$ cat config.mk
export PLATFORM = sky130hd
export DESIGN_NAME = mem_port_arbiter
export DESIGN_NICKNAME = d
export VERILOG_FILES = /design/src/rtl/mem_port_arbiter.sv
export SDC_FILE = /design/constraint.sdc
export NUM_CORES = 1
export LEC_CHECK = 0
export CORE_UTILIZATION = 39
export DETAILED_ROUTE_END_ITERATION = 8
export PLACE_DENSITY = 0.87
export RECOVER_POWER = 25
export REMOVE_ABC_BUFFERS = 1
export SYNTH_ARGS = -nofsm -noshare
export SYNTH_HDL_FRONTEND = slang
export SYNTH_SLANG_ARGS = --single-unit
$ cat constraint.sdc
create_clock -name clk -period 3.76 [get_ports clk]
set_input_delay 1.128 -clock clk [delete_from_list [all_inputs] [get_ports clk]]
set_output_delay 1.128 -clock clk [all_outputs]
set_load 0.005 [all_outputs]
$ cat src/rtl/mem_port_arbiter.sv
// mem_port_arbiter: shares one single-ported memory between fetch (I) and data (D) with D priority, I anti-starvation and timeout
module mem_port_arbiter #(
    parameter int ADDR_W       = 16,
    parameter int DATA_W       = 16,
    parameter int STARVE_LIMIT = 3,
    parameter int TIMEOUT      = 15
) (
    input  logic              clk,
    input  logic              reset_n,
    input  logic              i_req,
    input  logic [ADDR_W-1:0] i_addr,
    output logic [DATA_W-1:0] i_rdata,
    output logic              i_ack,
    input  logic              d_req,
    input  logic              d_we,
    input  logic [ADDR_W-1:0] d_addr,
    input  logic [DATA_W-1:0] d_wdata,
    output logic [DATA_W-1:0] d_rdata,
    output logic              d_ack,
    output logic              i_err,
    output logic              d_err,
    output logic              mem_read,
    output logic              mem_write,
    output logic [ADDR_W-1:0] mem_addr,
    output logic [DATA_W-1:0] mem_wdata,
    input  logic [DATA_W-1:0] mem_rdata,
    input  logic              mem_ack
);
    localparam int SW = $clog2(STARVE_LIMIT + 1);
    localparam int TW = $clog2(TIMEOUT + 1);

    typedef enum logic [1:0] {IDLE, BUSY_I, BUSY_D} state_t;

    state_t            r_state;
    state_t            w_next;
    logic [SW-1:0]     r_starve_cnt;
    logic [TW-1:0]     r_tmo_cnt;
    logic [ADDR_W-1:0] r_addr;
    logic [DATA_W-1:0] r_wdata;
    logic              r_we;
    logic              w_starved;
    logic              w_grant_d;
    logic              w_grant_i;
    logic              w_tmo;
    logic              w_busy_i;
    logic              w_busy_d;

    // I is forced only once D has won STARVE_LIMIT grants in a row while I waited
    assign w_starved = r_starve_cnt == SW'(STARVE_LIMIT);
    assign w_grant_d = d_req & !(i_req & w_starved);
    assign w_grant_i = !w_grant_d & i_req;
    assign w_tmo     = r_tmo_cnt == TW'(TIMEOUT);
    assign w_busy_i  = r_state == BUSY_I;
    assign w_busy_d  = r_state == BUSY_D;
    assign mem_addr  = r_addr;
    assign mem_wdata = r_wdata;

    // state register
    always_ff @(posedge clk) begin
        if (!reset_n) r_state <= IDLE;
        else          r_state <= w_next;
    end

    // next state: registered grant from IDLE, return to IDLE on ack or timeout
    always_comb begin
        w_next = (r_state == IDLE) ? (w_grant_d ? BUSY_D : w_grant_i ? BUSY_I : IDLE)
               : (mem_ack | w_tmo) ? IDLE : r_state;
    end

    // request latches, starvation and timeout counters
    always_ff @(posedge clk) begin
        if (!reset_n) begin
            r_starve_cnt <= '0;
            r_tmo_cnt    <= '0;
            r_addr       <= '0;
            r_wdata      <= '0;
            r_we         <= 1'b0;
        end else if (r_state == IDLE) begin
            r_tmo_cnt    <= '0;
            r_starve_cnt <= (w_grant_d & i_req) ? (w_starved ? r_starve_cnt : r_starve_cnt + SW'(1)) : '0;
            if (w_grant_d) begin
                r_addr  <= d_addr;
                r_wdata <= d_wdata;
                r_we    <= d_we;
            end else if (w_grant_i) begin
                r_addr <= i_addr;
                r_we   <= 1'b0;
            end
        end else begin
            r_tmo_cnt <= r_tmo_cnt + TW'(1);
        end
    end

    // memory commands and completion pulses; ack wins over timeout on the same cycle
    always_comb begin
        mem_read  = w_busy_i | (w_busy_d & !r_we);
        mem_write = w_busy_d & r_we;
        i_ack     = w_busy_i & mem_ack;
        d_ack     = w_busy_d & mem_ack;
        i_err     = w_busy_i & !mem_ack & w_tmo;
        d_err     = w_busy_d & !mem_ack & w_tmo;
        i_rdata   = (w_busy_i & mem_ack) ? mem_rdata : '0;
        d_rdata   = (w_busy_d & mem_ack) ? mem_rdata : '0;
    end
endmodule

==> results of run 1 <==
## power by group
group,internal [mW],leakage (nW),switching [mW]
sequential,0.469,0.338,0.0193
combinational,0.175,1.16,0.127
clock,0.264,0.0681,0.152
## cells in the final DEF (no fill, tap or decap), types with 5 or more instances in the layout
cell type        instances
o21ai_1                 19
a311oi_2                13
clkdlybuf4s50_1        108
nand3_1                 21
clkbuf_8                 5
nand2_1                 34
and2_1                  32
nor2_1                   7
dlymetal6s2s_1          11
dlygate4sd3_1           20
dfxtp_1                 41
a21oi_1                 33
## repair_timing
item | 4_1_cts | 5_1_grt
setup endpoints to repair | 0 | 32
buffers inserted | 0 | 0
hold endpoints to repair | 0 | 0
resized for setup | 0 | 11
## final timing paths
path                                       from              end  slack, ns  cells after the start
worst max register to register  r_starve_cnt[0]      mem_addr[1]       1.49                      5
worst min-delay path            r_starve_cnt[1]  r_starve_cnt[1]       0.48                      2
worst max-delay path                    mem_ack       i_rdata[5]       0.07                      6
worst min register to register  r_starve_cnt[1]  r_starve_cnt[1]       0.48                      2
## critical path, stage by stage
cell and delay, ns:
clkdlybuf4s50_1 0.48, inv_1 0.07, nor2_2 0.12, buf_12 0.14, and2_1 0.12, clkdlybuf4s50_1 0.50
## sequential cells by signal, indices dropped and copies added (netlist names)
register	flops
mem_wdata	16
r_state	2
r_tmo_cnt	4
r_we	1
mem_addr	16
r_starve_cnt	2
## layer usage
metal,up-vias,GRT usage
met5,-,0
li1,1137,-
met3,13,0.0830
met1,1035,0.236
met4,0,0.0839
met2,109,0.393
## layout make-up
| type | instances | area [sq um] |
|---|---|---|
| fill | 433 | 1490 |
| timing repair buffer | 143 | 1470 |
| multi-input combinational | 185 | 1120 |
| sequential | 41 | 821 |
| tap | 70 | 87.6 |
| clock buffer | 5 | 68.8 |
| clock inverter | 3 | 65.1 |
| inverter | 3 | 11.3 |
## kinds of logic after synthesis
family                     after synthesis  share of synthesized area
xor gates and xnor gates                 2                    0.00841
and+or+nand+nor                        107                      0.264
buffers and inverters                   22                     0.0631
DFF                                     41                      0.394
AOI/OAI and AO/OA                       74                      0.258
adders and majority gates                2                     0.0120
==> metrics.md, run 1 <==
| Metric | Value |
|---|---|
| Non-filler instance count after layout | 450 |
| Met2 routed WL | ~3.1 mm |
| DRC violations left | 0 |
| Grt ovf | 0 |
| Setup TNS Final | 0 ns |
| Rows | 26 |
| Pin count of the biggest net entering global routing | 37 |
| Initial antenna violation count | 0 |
| Placed cells | 442 |
| CTS tree | built |
| Root Buffer | clkbuf_8 |
| Post-Place Worst Slack | ~0.02 ns |
| Detailed Routing Iterations Pass 1 | 4 |
| Avg Inst Size Synth | about 8.4 sq um |
| WL final | a little over 6 mm |
| Max Used Layer | met4 |
| Synth Register Bits | 41 |
| Met3 WL post-DR | just under 700 um |
| Total power | approximately 1.2 mW |
| CP endpoint kind | primary output |
| Post-DP HPWL | 4.53 mm |
| Top achievable clock speed | about 270 MHz |
| Placement Cell Area | 0.00350 sq mm |
| Port Buf Inserts | 139 |
| Ranking of synthesized cells by area | dfxtp_1, and2_1, a311oi_2, a21oi_1, nand2_1 |
| Post-synthesis cell count | ~250 |
| Total core area | roughly 0.0051 sq mm |
| Worst skew pair latency | between 0.2 and 0.3 ns |
| VDD IR-drop max | 203 uV |
| Least-Margin Pin Slew | between 1 and 1.5 ns |
| Max cap viols | 0 |
| RePlAce Congestion | ~0.7 |
| Starting density of the core | 0.405 |
| Min-delay worst type | reg -> reg |
| WS Path Type | in -> out |
| First DRT Iteration DRCs | 121 |
| WP data required | roughly 2.6 ns |
| Skew final | 0.0114 ns |
| Clk buf depth | 2 |
| Arr. time, crit path | ~2.6 ns |
| Slew HR | 0.242 |
| Clk sink count | between 40 and 50 |
| Pleak | approximately 1.6 nW |
| Synth top area share | 0.394 |
| Cell area after layout | about 0.0036 sq mm |
| CP Launch Type | input pin |
| CTS Hold Buffers Added | 0 |
| Antenna Cells | 0 |
| Vias in the first global route | between 2k and 2.5k |
| NumNets Final | between 400 and 500 |
| Proportion of layout cells with a drive suffix above 1 | 0.0842 |
| TritonCTS buffer count | 5 |
| Post-route minimum period | about 3.7 ns |
| Part of the cycle the worst path needs | 0.982 |
| Final hold viol count | 0 |
| WL met1 | about 2.3 mm |
| WL/cell | 13.9 um |
| Final worst setup slack | about 0.068 ns |
| Cell Area, Synth | ~0.0021 sq mm |
| Most frequent cells after synthesis | dfxtp_1, nand2_1, a21oi_1 |
| H-Tree Depth | 2 |
| Detailed-route via count | approximately 2.3k |
| Dominant cell type by area after synthesis | dfxtp_1 |
| Crit-path max FO | 17 |
| Post-synth ARST share | 0 |
| Power Density | 331 mW/mm^2 |
| Final Max Tran Viols | 0 |
| Warnings, synthesis | 0 |
| DIE AREA | about 0.0056 sq mm |
| Status | finished clean |
| Top_reg_cell synth | dfxtp_1 |
| Area Overhead vs Synth | 75.1% |
| Die Wd | 75.1 um |
| Final ANT Viol Nets | 0 |
| GRT Overall Usage | 0.221 |
| Number of flops mapped to enable cells by yosys | 0 |
| First-pass GRT wire length | 9.53 mm |
| Die Ht | ~75 um |
| Via/cell ratio | 5.10 |
| Post-layout util | 0.710 |
| CTS clock-pin slew for the worst setup and hold paths | around 0.080 ns |
| Final Setup Violations | 0 |
| Register area share after synthesis | 0.394 |
| Worst Hold Slack | around 0.48 ns |
| Distinct cells, synth | 34 |
| Number of I/O pins | between 100 and 150 |
| Most common cell in the synthesized netlist | dfxtp_1 |
Note: power is estimated with default switching activity, not from simulation.
==> run 2: changes to the inputs <==
- CTS_BUF_LIST: default -> sky130_fd_sc_hd__clkbuf_16
==> metrics.md, run 2 (synthesized netlist as in run 1, its figures left out) <==
| Metric | Value |
|---|---|
| Least-Margin Pin Slew | 0.827 ns (-0.308 ns) |
| Proportion of layout cells with a drive suffix above 1 | 0.0868 (+0.00263) |
| NumNets Final | 451 (unchanged) |
| Total core area | 0.00514 sq mm (unchanged) |
| H-Tree Depth | 2 (unchanged) |
| Die Wd | 75.1 um (unchanged) |
| Post-DP HPWL | 4.53 mm (unchanged) |
| Most frequent cells in the layout | clkdlybuf4s50_1, dfxtp_1, nand2_1 |
| GRT Overall Usage | 0.220 (-0.000688) |
| Final Setup Violations | 0 (unchanged) |
| Slew HR | 0.447 (+0.205) |
| Pleak | 1.60 nW (+2.1%) |
| CTS Hold Buffers Added | 0 (unchanged) |
| Max cap viols | 0 (unchanged) |
| Worst Hold Slack | 0.467 ns (-0.0115 ns) |
| Power Density | 360 mW/mm^2 (+9.0%) |
| Setup TNS Final | 0 ns (unchanged) |
| Skew final | 0.00470 ns (-0.00674 ns) |
| First DRT Iteration DRCs | 138 (+14%) |
| Via/cell ratio | 5.12 (+0.35%) |
| Placed cells | 442 (unchanged) |
| Die Ht | 75.1 um (unchanged) |
| Non-filler instance count after layout | 450 (unchanged) |
| Clk buf depth | 2 (unchanged) |
| Arr. time, crit path | 2.56 ns (about the same) |
| Part of the cycle the worst path needs | 0.982 (about the same) |
| Min-delay worst type | reg -> reg |
| TritonCTS buffer count | 5 (unchanged) |
| Starting density of the core | 0.405 (unchanged) |
| Worst skew pair latency | 0.28 ns (about the same) |
| CP Launch Type | input pin |
| CP Cell Sequence | clkdlybuf4s50_1 > inv_1 > nor2_2 > buf_12 > and2_1 > clkdlybuf4s50_1 |
| Status | finished clean |
| Grt ovf | 0 (unchanged) |
| VDD IR-drop max | 226 uV (+11%) |
| Cell repeated most along the worst path | clkdlybuf4s50_1 |
| Antenna Cells | 0 (unchanged) |
| Vias in the first global route | 2067 (+0.29%) |
| Final Max Tran Viols | 0 (unchanged) |
| Post-route minimum period | 3.69 ns (+0.000377 ns) |
| Pin count of the biggest net entering global routing | 37 (unchanged) |
| Area Overhead vs Synth | 78.3% |
| Total power | 1.34 mW (+11%) |
| Cell area after layout | 0.00371 sq mm (+1.9%) |
| Initial antenna violation count | 0 (unchanged) |
| Worst path bufs/invs | 4 (unchanged) |
| DRC violations left | 0 (unchanged) |
| Top delay family on crit path | buffers and inverters |
| Most common cell after layout, fill and taps aside | clkdlybuf4s50_1 |
| CTS clock-pin slew for the worst setup and hold paths | 0.06 ns (-0.02 ns) |
| Final ANT Viol Nets | 0 (unchanged) |
| Clk sink count | 41 (unchanged) |
| Placement Cell Area | 0.00350 sq mm (unchanged) |
| Root Buffer | clkbuf_16 |
| Cell count along the critical path | 6 (unchanged) |
| Top achievable clock speed | 271 MHz (about the same) |
| RePlAce Congestion | 0.701 (unchanged) |
| CTS tree | built |
| Detailed-route via count | 2302 (+0.35%) |
| CP startpoint | mem_ack |
| Crit-path max FO | 17 (unchanged) |
| Port Buf Inserts | 139 (unchanged) |
| WL/cell | 14.2 um (+2.3%) |
| First-pass GRT wire length | 9.54 mm (+0.15%) |
| WL final | 6.38 mm (+2.3%) |
| Worst flop-to-flop path startpoint | r_starve_cnt[0] |
| Slowest stage cell, crit path | clkdlybuf4s50_1 |
| Number of I/O pins | 140 (unchanged) |
| Detailed Routing Iterations Pass 1 | 4 (unchanged) |
| Final hold viol count | 0 (unchanged) |
| CP endpoint kind | primary output |
| PostCTS Resize Cnt | 0 (unchanged) |
| Hold Crit Depth | 1 (-1) |
| Rows | 26 (unchanged) |
| Hold path startpoint | r_tmo_cnt[0] |
| WP data required | 2.63 ns (about the same) |
| R2R depth | 5 (unchanged) |
| Worst stage delay on the critical path | 0.50 ns (about the same) |
| Post-CTS Setup Bufs | 0 (unchanged) |
| DIE AREA | 0.00564 sq mm (unchanged) |
| WS Path Type | in -> out |
-- run 2: cell type report --
type	instances	area, sq um
Clock buffer	5	125
Clock inverter	3	65.1
Fill cell	422	1430
Inverter	3	11.3
Multi-Input combinational cell	185	1130
Sequential cell	41	821
Tap cell	70	87.6
Timing Repair Buffer	143	1470
-- run 2: layer usage --
| metal | share of wire | track usage |
|---|---|---|
| met1 | 0.36 | 0.236 |
| met2 | 0.51 | 0.397 |
| met3 | 0.11 | 0.0830 |
| met4 | 0.016 | 0.0713 |
| met5 | 0 | 0 |
-- run 2: final timing paths --
path | end | slack (ns)
max | i_rdata[5] | 0.07
max reg2reg | mem_addr[1] | 2.00
min reg2reg | r_tmo_cnt[0] | 0.47
min | r_tmo_cnt[0] | 0.47
-- run 2: report_power, final --
part / switching (mW) / internal [mW] / leakage (nW) / total, mW
Sequential: 0.0197 / 0.469 / 0.338 / 0.489
Combinational: 0.128 / 0.175 / 1.17 / 0.303
Clock: 0.167 / 0.379 / 0.0938 / 0.546
Total: 0.315 / 1.02 / 1.60 / 1.34
-- run 2: metrics by stage --
step,util,setup slack (ns)
after floorplan,-,0.979
after global placement,0.680,0.0511
after detailed placement,0.680,0.0195
after CTS,0.717,0.00789
after global routing,0.723,-0.0101
final,0.723,0.0673
